===== src/rtl/gpi_event_ctrl_if.sv =====
// Register-slot bus for gpi_event_ctrl.
//   cs         : slot chip select
//   read       : read strobe, qualified by cs
//   write      : write strobe, qualified by cs
//   addr       : register word address
//   write_data : write data
//   read_data  : combinational read data returned by the slave
// master drives the strobes/address/data; slave returns read_data.
`timescale 1ns/1ps
interface gpi_event_ctrl_if;
  logic        cs;
  logic        read;
  logic        write;
  logic [4:0]  addr;
  logic [31:0] write_data;
  logic [31:0] read_data;

  modport master (
    output cs, read, write, addr, write_data,
    input  read_data
  );

  modport slave (
    input  cs, read, write, addr, write_data,
    output read_data
  );
endinterface


===== src/rtl/gpi_event_ctrl.sv =====
// General-purpose input block with debounce, edge detection, sticky
// pending bits and a level interrupt.
//   clk     : sole clock
//   rst     : asynchronous active-low reset
//   bus     : register slot (slave side of gpi_event_ctrl_if)
//   data_in : raw asynchronous input pins
//   irq     : registered level interrupt (irq_en & |PEND)
// Register map (unused bits read 0):
//   0 STABLE RO, 1 PEND W1C, 2 RISE_EN RW, 3 FALL_EN RW,
//   4 DB_LIM RW, 5 CTRL RW (bit0 irq_en)
`timescale 1ns/1ps
module gpi_event_ctrl #(
  parameter int                W          = 4,
  parameter int                DB_W       = 16,
  parameter logic [DB_W-1:0]   DB_DEFAULT = 16'd1000
) (
  input  logic                   clk,
  input  logic                   rst,
  gpi_event_ctrl_if.slave        bus,
  input  logic [W-1:0]           data_in,
  output logic                   irq
);

  logic [W-1:0]    sync1_reg;
  logic [W-1:0]    sync2_reg;
  logic [W-1:0]    stable;
  logic [W-1:0]    rise;
  logic [W-1:0]    fall;
  logic [W-1:0]    pend_reg;
  logic [W-1:0]    pend_next;
  logic [W-1:0]    rise_en_reg;
  logic [W-1:0]    fall_en_reg;
  logic [DB_W-1:0] db_lim_reg;
  logic            irq_en_reg;
  logic            irq_reg;
  logic            wr_en;
  logic [W-1:0]    clr_mask;
  logic [31:0]     read_word;
  logic            unused_wdata;

  assign wr_en = bus.cs & bus.write;

  // Only the low bits of write_data reach registers; keep the rest visibly consumed.
  assign unused_wdata = ^bus.write_data;

  // Two-flop synchronizer for the raw pins.
  always_ff @(posedge clk or negedge rst) begin
    if (!rst) begin
      sync1_reg <= '0;
      sync2_reg <= '0;
    end else begin
      sync1_reg <= data_in;
      sync2_reg <= sync1_reg;
    end
  end

  // Per-bit debounce. The counter compares for equality only, so a limit
  // lowered below a running count lets that count wrap around.
  // rise/fall pulse for one cycle, alongside the new stable value.
  generate
    for (genvar gi = 0; gi < W; gi++) begin : g_bit
      logic [DB_W-1:0] cnt_reg;
      logic            stable_bit_reg;
      logic            rise_bit_reg;
      logic            fall_bit_reg;

      always_ff @(posedge clk or negedge rst) begin
        if (!rst) begin
          cnt_reg        <= '0;
          stable_bit_reg <= 1'b0;
          rise_bit_reg   <= 1'b0;
          fall_bit_reg   <= 1'b0;
        end else begin
          rise_bit_reg <= 1'b0;
          fall_bit_reg <= 1'b0;
          if (sync2_reg[gi] == stable_bit_reg) begin
            cnt_reg <= '0;
          end else if (cnt_reg == db_lim_reg) begin
            stable_bit_reg <= sync2_reg[gi];
            cnt_reg        <= '0;
            rise_bit_reg   <= sync2_reg[gi];
            fall_bit_reg   <= ~sync2_reg[gi];
          end else begin
            cnt_reg <= cnt_reg + DB_W'(1);
          end
        end
      end

      assign stable[gi] = stable_bit_reg;
      assign rise[gi]   = rise_bit_reg;
      assign fall[gi]   = fall_bit_reg;
    end
  endgenerate

  // W1C clear is applied first, then new events are OR-ed in, so an event
  // landing in the same cycle as its clear survives.
  always_comb begin
    clr_mask = '0;
    if (wr_en && bus.addr == 5'd1) begin
      clr_mask = bus.write_data[W-1:0];
    end
    pend_next = (pend_reg & ~clr_mask) | (rise & rise_en_reg) | (fall & fall_en_reg);
  end

  always_ff @(posedge clk or negedge rst) begin
    if (!rst) begin
      pend_reg    <= '0;
      rise_en_reg <= '0;
      fall_en_reg <= '0;
      db_lim_reg  <= DB_DEFAULT;
      irq_en_reg  <= 1'b0;
      irq_reg     <= 1'b0;
    end else begin
      pend_reg <= pend_next;
      irq_reg  <= irq_en_reg & (|pend_reg);
      if (wr_en) begin
        case (bus.addr)
          5'd2:    rise_en_reg <= bus.write_data[W-1:0];
          5'd3:    fall_en_reg <= bus.write_data[W-1:0];
          5'd4:    db_lim_reg  <= bus.write_data[DB_W-1:0];
          5'd5:    irq_en_reg  <= bus.write_data[0];
          default: ;
        endcase
      end
    end
  end

  assign irq = irq_reg;

  // Side-effect-free combinational read mux.
  always_comb begin
    read_word = '0;
    if (bus.cs && bus.read) begin
      case (bus.addr)
        5'd0:    read_word[W-1:0]    = stable;
        5'd1:    read_word[W-1:0]    = pend_reg;
        5'd2:    read_word[W-1:0]    = rise_en_reg;
        5'd3:    read_word[W-1:0]    = fall_en_reg;
        5'd4:    read_word[DB_W-1:0] = db_lim_reg;
        5'd5:    read_word[0]        = irq_en_reg;
        default: read_word           = '0;
      endcase
    end
  end

  assign bus.read_data = read_word;

endmodule


===== src/flat_wrapper.sv =====
// flat-port wrapper written by rule: the top's interface ports become plain ports
module gpi_event_ctrl_flat 
#(
  parameter int                W          = 4,
  parameter int                DB_W       = 16,
  parameter logic [DB_W-1:0]   DB_DEFAULT = 16'd1000
)
  (clk, rst, data_in, irq, bus_cs, bus_read, bus_write, bus_addr, bus_write_data, bus_read_data);
  gpi_event_ctrl_if bus_i ();
  input  logic clk;
  input  logic rst;
  input  logic [W-1:0] data_in;
  output logic irq;
  input wire logic [$bits(bus_i.cs)-1:0] bus_cs;
  input wire logic [$bits(bus_i.read)-1:0] bus_read;
  input wire logic [$bits(bus_i.write)-1:0] bus_write;
  input wire logic [$bits(bus_i.addr)-1:0] bus_addr;
  input wire logic [$bits(bus_i.write_data)-1:0] bus_write_data;
  output wire logic [$bits(bus_i.read_data)-1:0] bus_read_data;
  assign bus_i.cs = bus_cs;
  assign bus_i.read = bus_read;
  assign bus_i.write = bus_write;
  assign bus_i.addr = bus_addr;
  assign bus_i.write_data = bus_write_data;
  assign bus_read_data = bus_i.read_data;
  gpi_event_ctrl #(.W(W), .DB_W(DB_W), .DB_DEFAULT(DB_DEFAULT)) u_core (.clk(clk), .rst(rst), .bus(bus_i), .data_in(data_in), .irq(irq));
endmodule

===== config.mk =====
export PLATFORM = sky130hd
export DESIGN_NAME = gpi_event_ctrl_flat
export DESIGN_NICKNAME = d
export VERILOG_FILES = /design/src/rtl/gpi_event_ctrl_if.sv /design/src/rtl/gpi_event_ctrl.sv /design/src/flat_wrapper.sv
export SDC_FILE = /design/constraint.sdc
export NUM_CORES = 1
export LEC_CHECK = 0
export ABC_AREA = 1
export ABC_CLOCK_PERIOD_IN_PS = 3800
export BUFFER_PORTS_ARGS = -buffer_cell sky130_fd_sc_hd__buf_2
export CAP_MARGIN = 20
export CORE_ASPECT_RATIO = 0.7
export CORE_MARGIN = 2
export CORE_UTILIZATION = 50
export CTS_CLUSTER_SIZE = 30
export DETAILED_ROUTE_END_ITERATION = 10
export GPL_TIMING_DRIVEN = 1
export PLACE_DENSITY_LB_ADDON = 0.05
export SYNTH_ARGS = -nofsm -noshare
export SYNTH_HDL_FRONTEND = slang
export SYNTH_SLANG_ARGS = --single-unit
export TNS_END_PERCENT = 10

===== constraint.sdc =====
create_clock -name clk -period 3.8 [get_ports clk]
set_input_delay 0.19 -clock clk [delete_from_list [all_inputs] [get_ports clk]]
set_output_delay 0.19 -clock clk [all_outputs]
set_load 0.01 [all_outputs]

==> results of run 1 <==
## metal layers
metal	GRT usage	share of wire	up-vias
li1	-	-	3111
met1	0.410	0.50	2753
met2	0.385	0.41	204
met3	0.0567	0.070	28
met4	0.0935	0.019	0
met5	0	0	-
## logic make-up after synthesis
| logic type | Yosys count | share of synthesized area |
|---|---|---|
| buffers and inverters | 137 | 0.0935 |
| AOI/OAI and AO/OA | 35 | 0.0267 |
| and+or+nand+nor | 663 | 0.401 |
| xor gates and xnor gates | 38 | 0.0490 |
| DFF | 114 | 0.421 |
| adders and majority gates | 4 | 0.00737 |
| other | 1 | 0.000552 |
## placed cells by master (no fill, tap or decap), drive strengths merged, types with 5 or more instances in the layout
cell / netlist / final
o21ai: 21 / 21
nand2: 382 / 382
xor2: 34 / 34
dfrtp: 108 / 108
clkinv: 0 / 5
a21oi: 13 / 13
clkbuf: 3 / 17
nor2: 215 / 215
nand4: 7 / 7
dlygate4sd3: 0 / 6
nor3: 21 / 21
nand3: 37 / 37
dfstp: 6 / 6
buf: 23 / 47
inv: 111 / 114
conb: 1 / 16
## critical path: stages, from the launching register on
cell	delay [ns]
dfrtp_1	0.60
inv_2	0.23
nand2_1	0.10
nand2_1	0.05
nor2_1	0.10
nand2_1	0.07
nor2_2	0.22
nand2_2	0.18
nand2_4	0.24
nor2_1	0.07
## stage by stage
step                setup slack (ns)   util
global placement                1.89  0.538
floorplan                       2.35      -
global route                    1.74  0.588
detailed placement              1.89  0.538
CTS                             1.87  0.588
finish                          1.81  0.588
## power breakdown
group          switching, µW  internal, µW  leakage, µW
registers                101          1280      0.00149
logic                    218           104      0.00182
clock network            611          1040     0.000286
## how the worst max path moves through the flow
| stage | start | end | slack (ns) | depth (start not counted) |
|---|---|---|---|---|
| finish | u_core.db_lim_reg[12] | u_core.g_bit[2].cnt_reg[1] | 1.81 | 9 |
| global route | u_core.db_lim_reg[12] | u_core.g_bit[2].cnt_reg[0] | 1.74 | 9 |
| CTS | u_core.db_lim_reg[12] | u_core.g_bit[2].cnt_reg[1] | 1.87 | 9 |
| detailed placement | u_core.db_lim_reg[12] | u_core.g_bit[2].cnt_reg[0] | 1.89 | 9 |
| global placement | u_core.db_lim_reg[12] | u_core.g_bit[2].cnt_reg[0] | 1.89 | 9 |
| floorplan | u_core.db_lim_reg[8] | u_core.g_bit[0].cnt_reg[10] | 2.35 | 10 |
## timing repair
action                     CTS  global route
hold buffers                 6             0
hold endpoints to repair    74             0
setup endpoints to repair    0             0
## layout make-up
cell class	instances	area, µm²	share of cell area
Multi-Input combinational cell	756	3350	0.431
Sequential cell	114	2860	0.368
Clock buffer	17	425	0.0547
Inverter	111	417	0.0536
Timing Repair Buffer	53	313	0.0402
Tap cell	185	231	0.0298
Clock inverter	15	183	0.0235
==> flow_summary.json, run 1 <==
{
  "die_h_um": 101,
  "power.leakage_uw": 0.00360,
  "cts.repair.resized": 0,
  "finClkSkew_ns": 0.00725,
  "cts_buffers": 17,
  "firstDrtPassIters": 5,
  "worstPathRequired_ns": 4.10,
  "synthesis.instances": 992,
  "cts.path.max_buffers": 2,
  "critPathMaxFanout": 13,
  "synth_edf_count": 0,
  "hp-start": "bus_write_data[7]",
  "setup_viol": 0,
  "rrSetupSlack_ns": 1.81,
  "antenna_found_initial": 0,
  "rows": 35,
  "clk_latency_ns": 0.42,
  "wl_per_cell_um": 14.6,
  "whs_path_depth": 3,
  "grt_pass1_wl_mm": 29.7,
  "cts-root-buf": "clkbuf_16",
  "fin_area_mm2": 0.00778,
  "path_clk_slew_ns": 0.06,
  "cts_tree": "built",
  "synth_common_cells": "nand2_1 (374), nor2_1 (176), dfrtp_1 (108)",
  "detail-route-antenna-nets": 0,
  "yosysWarnings": 0,
  "p_per_area_mw_per_mm2": 430,
  "place.port_buffers": 46,
  "min_period_ns": 1.99,
  "r2r_end": "u_core.g_bit[2].cnt_reg[1]",
  "overflow": 0,
  "yosys.area.top_type": "dfrtp_1",
  "place_inst": 1213,
  "vias": 6096,
  "num_io_pins": 79,
  "critPathKind": "reg -> reg",
  "dpl_cell_area_mm2": 0.00711,
  "rsz0062_at_grt": "no",
  "die_area_mm2": 0.0145,
  "yosysUniqueCellTypes": 27,
  "cts_setup_buffers": 0,
  "peakVddDrop_v": 0.000308,
  "fmax_mhz": 503,
  "fin_nets": 1103,
  "hold_path_class": "in -> reg",
  "start_kind": "flip-flop",
  "diodes": 0,
  "relSlewSlack": 0.324,
  "floorplan.initialDensity": 0.513,
  "grt_use_total": 0.271,
  "final_cell_count_no_fill": 1251,
  "area_delta_synth_final_pct": 14.6,
  "syn_avg_cell_area_um2": 6.84,
  "wl_mm": 18.3,
  "hold_end": "u_core.db_lim_reg[7]",
  "drv_slew": 0,
  "setup_tns_ns": 0,
  "reg2regPathDepth": 9,
  "cp.arrival_ns": 2.29,
  "die_w_um": 143,
  "ys_ff_latch": 114,
  "synthFlopType": "dfrtp_1",
  "grt_max_degree": 76,
  "largest_reg_flops": 64,
  "via_per_inst": 4.87,
  "fin_hold_ws_ns": 0.0114,
  "core-area_mm2": 0.0132,
  "synthArstFlopShare": 1.00,
  "cts_sinks": 114,
  "synth.most_common_cell": "nand2_1",
  "gp_congestion": 0.895,
  "htreeDepth": 4,
  "ys_top_cells_by_area": "dfrtp_1 (40%), nand2_1 (21%), nor2_1 (9.7%), inv_1 (5.3%), xor2_1 (4.4%)",
  "hpwl_mm": 13.1,
  "drt_first_iter_violations": 569,
  "hold_violations": 0,
  "yosysSeqAreaShare": 0.421,
  "finalCritPeriodShare": 0.524,
  "synth_top_area_share": 0.398,
  "maxCapViolations": 0,
  "tightestPinTransition_ns": 1.01,
  "grt_pass1_vias": 5557,
  "syn-cell-area_mm2": 0.00679,
  "status": "finished, final reports clean",
  "fillCellCount": 1265,
  "cp-end-kind": "flip-flop",
  "p_total_uw": 3350,
  "post-route-drc-count": 0,
  "r2r_start": "u_core.db_lim_reg[12]",
  "drive_above_1_share": 0.139
}
No activity file was read; power rests on OpenSTA's default activity.
==> run 2: changes to the inputs <==
--- a/config.mk
+++ b/config.mk
@@ -5,8 +5,8 @@
 export SDC_FILE = /design/constraint.sdc
 export NUM_CORES = 1
 export LEC_CHECK = 0
-export ABC_AREA = 1
-export ABC_CLOCK_PERIOD_IN_PS = 3800
+export ABC_AREA = 0
+export ABC_CLOCK_PERIOD_IN_PS = 1900
 export BUFFER_PORTS_ARGS = -buffer_cell sky130_fd_sc_hd__buf_2
 export CAP_MARGIN = 20
 export CORE_ASPECT_RATIO = 0.7
==> constraint.sdc (replaced) <==
create_clock -name clk -period 1.9 [get_ports clk]
set_input_delay 0.095 -clock clk [delete_from_list [all_inputs] [get_ports clk]]
set_output_delay 0.095 -clock clk [all_outputs]
set_load 0.01 [all_outputs]
==> run 2 against run 1 <==
Against the previous run:
- count of clock-buffer cells in the layout increased by 9
- die area shrank 8.5%
- via count down 22%
- clock power increased by 88%
- non-clock buffer count increased by 60
- sequential cell count stayed put
- largest cell class unchanged
- highest routed layer unchanged
==> flow_summary.json, run 2 <==
{
  "status": "finished, final reports clean",
  "grt_pass1_wl_mm": 25.0,
  "path_clk_slew_ns": 0.05,
  "cp.arrival_ns": 2.17,
  "wl_mm": 15.4,
  "core-area_mm2": 0.0119,
  "cts-root-buf": "clkbuf_16",
  "largest_reg_flops": 64,
  "finalCritPeriodShare": 0.988,
  "hpwl_mm": 10.5,
  "p_total_uw": 7870,
  "worstPathRequired_ns": 2.19,
  "gp_congestion": 0.870,
  "power.leakage_uw": 0.00315,
  "syn_avg_cell_area_um2": 10.7,
  "yosysWarnings": 0,
  "ys_top_cells_by_area": "dfrtp_1 (44%), xnor2_1 (13%), mux2_2 (5.3%), nor3_1 (4.7%), xor2_1 (3.4%)",
  "rows": 33,
  "maxCapViolations": 0,
  "htreeDepth": 4,
  "cp-end-kind": "flip-flop",
  "grt_use_total": 0.246,
  "wl_per_cell_um": 18.3,
  "num_io_pins": 79,
  "synth_top_area_share": 0.437,
  "cts_buffers": 17,
  "whs_path_depth": 3,
  "floorplan.initialDensity": 0.520,
  "synthArstFlopShare": 1.00,
  "finClkSkew_ns": 0.00738,
  "drv_slew": 0,
  "die_w_um": 137,
  "reg2regPathDepth": 4,
  "dpl_cell_area_mm2": 0.00673,
  "fin_nets": 721,
  "r2r_start": "u_core.db_lim_reg[9]",
  "layout_common_cells": "dfrtp_1 (104), xnor2_1 (91), nor3_1 (58), buf_2 (45), buf_4 (44)",
  "cts.path.max_buffers": 2,
  "critPathKind": "reg -> reg",
  "crit_start": "u_core.db_lim_reg[9]",
  "die_area_mm2": 0.0133,
  "cts_tree": "built",
  "peakVddDrop_v": 0.000746,
  "diodes": 0,
  "firstDrtPassIters": 5,
  "yosysSeqAreaShare": 0.462,
  "drt_first_iter_violations": 322,
  "rsz0062_at_grt": "yes",
  "hold_path_class": "in -> reg",
  "overflow": 0,
  "synth.most_common_cell": "dfrtp_1",
  "ys_ff_latch": 114,
  "synth_edf_count": 0,
  "area_delta_synth_final_pct": 22.5,
  "hp-start": "bus_addr[0]",
  "hold_end": "u_core.irq_en_reg",
  "min_period_ns": 1.88,
  "vias": 4733,
  "start_kind": "flip-flop",
  "fin_area_mm2": 0.00758,
  "clk_latency_ns": 0.41,
  "fmax_mhz": 533,
  "rrSetupSlack_ns": 0.02,
  "grt_max_degree": 49,
  "setup_viol": 0,
  "tightestPinTransition_ns": 0.582,
  "place.port_buffers": 46,
  "final_common_cell": "dfrtp_1",
  "yosysUniqueCellTypes": 52,
  "yosys.area.top_type": "dfrtp_1",
  "critPathMaxFanout": 6,
  "drive_above_1_share": 0.259,
  "detail-route-antenna-nets": 0,
  "p_per_area_mw_per_mm2": 1040,
  "syn-cell-area_mm2": 0.00619,
  "synthFlopType": "dfrtp_1",
  "synth_common_cells": "dfrtp_1 (108), xnor2_1 (91), nor3_1 (58)",
  "relSlewSlack": 0.612,
  "cts_sinks": 114,
  "grt_pass1_vias": 4582,
  "die_h_um": 97.1,
  "antenna_found_initial": 0,
  "via_per_inst": 5.63,
  "fin_hold_ws_ns": 0.173,
  "synthesis.instances": 577,
  "hold_violations": 0,
  "r2r_end": "u_core.g_bit[3].stable_bit_reg",
  "post-route-drc-count": 0
}
run 2: changes by cell type in the layout (fill, tap and decap cells not counted), moves of 12 or more:
cell / change
inv_2: -15
nand3_1: -13
xnor2_1: +87
buf_4: +43
dlygate4sd3_1: +15
nor2_2: -38
and2_1: +13
nand4_1: +23
nor3_1: +38
o21ai_0: -12
nand2_1: -351
mux2_2: +28
inv_1: -92
nor2_1: -169
run 2: how the worst max path moves through the flow:
stage	endpoint	slack, ns
2_1_floorplan	u_core.g_bit[3].stable_bit_reg	-0.08
3_3_place_gp	u_core.g_bit[3].cnt_reg[11]	0.04
3_5_place_dp	u_core.g_bit[3].cnt_reg[10]	-0.009
4_1_cts	u_core.g_bit[3].cnt_reg[10]	-0.03
5_1_grt	u_core.g_bit[3].stable_bit_reg	-0.03
6_report	u_core.g_bit[3].stable_bit_reg	0.02
run 2: area by class of cell:
cell class	count	area [µm²]
fillers	946	4310
multi-input cells	421	3110
flip-flops and latches	114	2870
repair buffers	113	817
clock buffers	26	499
well taps	157	196
clock inverters	5	75.1
inverters	4	15.0
run 2: critical path, cell delays in order, from the launching register on:
cell	delay, ns
dfstp_2	0.65
xnor2_1	0.16
nand4_1	0.18
nor4_4	0.44
mux2_4	0.33
run 2: cells by family after synthesis:
group	count (synthesis)	share of synthesized area
compound gates	36	0.0451
xor+xnor	115	0.163
fa+ha+maj	4	0.00809
buf+inv	57	0.0471
flops	114	0.462
mux	37	0.0657
other cells	1	0.000606
simple gates	213	0.208
run 2: power breakdown:
| group | total (µW) | switching (µW) | leakage [µW] | internal, µW |
|---|---|---|---|---|
| Clock | 3110 | 1050 | 0.000284 | 2060 |
| Combinational | 1610 | 836 | 0.00136 | 775 |
| Sequential | 3150 | 437 | 0.00151 | 2710 |
run 2: repair_timing:
action / 4_1_cts / 5_1_grt
hold buffers: 21 / 0
buffers inserted: 0 / 5
pin swaps: 0 / 2
hold endpoints to repair: 64 / 0
gates resized for setup: 0 / 10
endpoints found under the setup margin: 17 / 25
run 2: metal layers:
metal	global-route usage	vias up	wire length, µm
li1	-	2214	-
met1	0.366	2364	7500
met2	0.357	137	6930
met3	0.0527	18	746
met4	0.0777	0	213
met5	0	-	0
run 2: stage by stage:
stage,std cells,setup TNS [ns],setup slack (ns),util
floorplan,592,-0.460,-0.0760,-
global placement,783,0,0.0407,0.566
detailed placement,783,-0.00972,-0.00887,0.566
CTS,835,-0.332,-0.0318,0.632
global route,840,-0.455,-0.0316,0.637
finish,840,0,0.0222,0.637
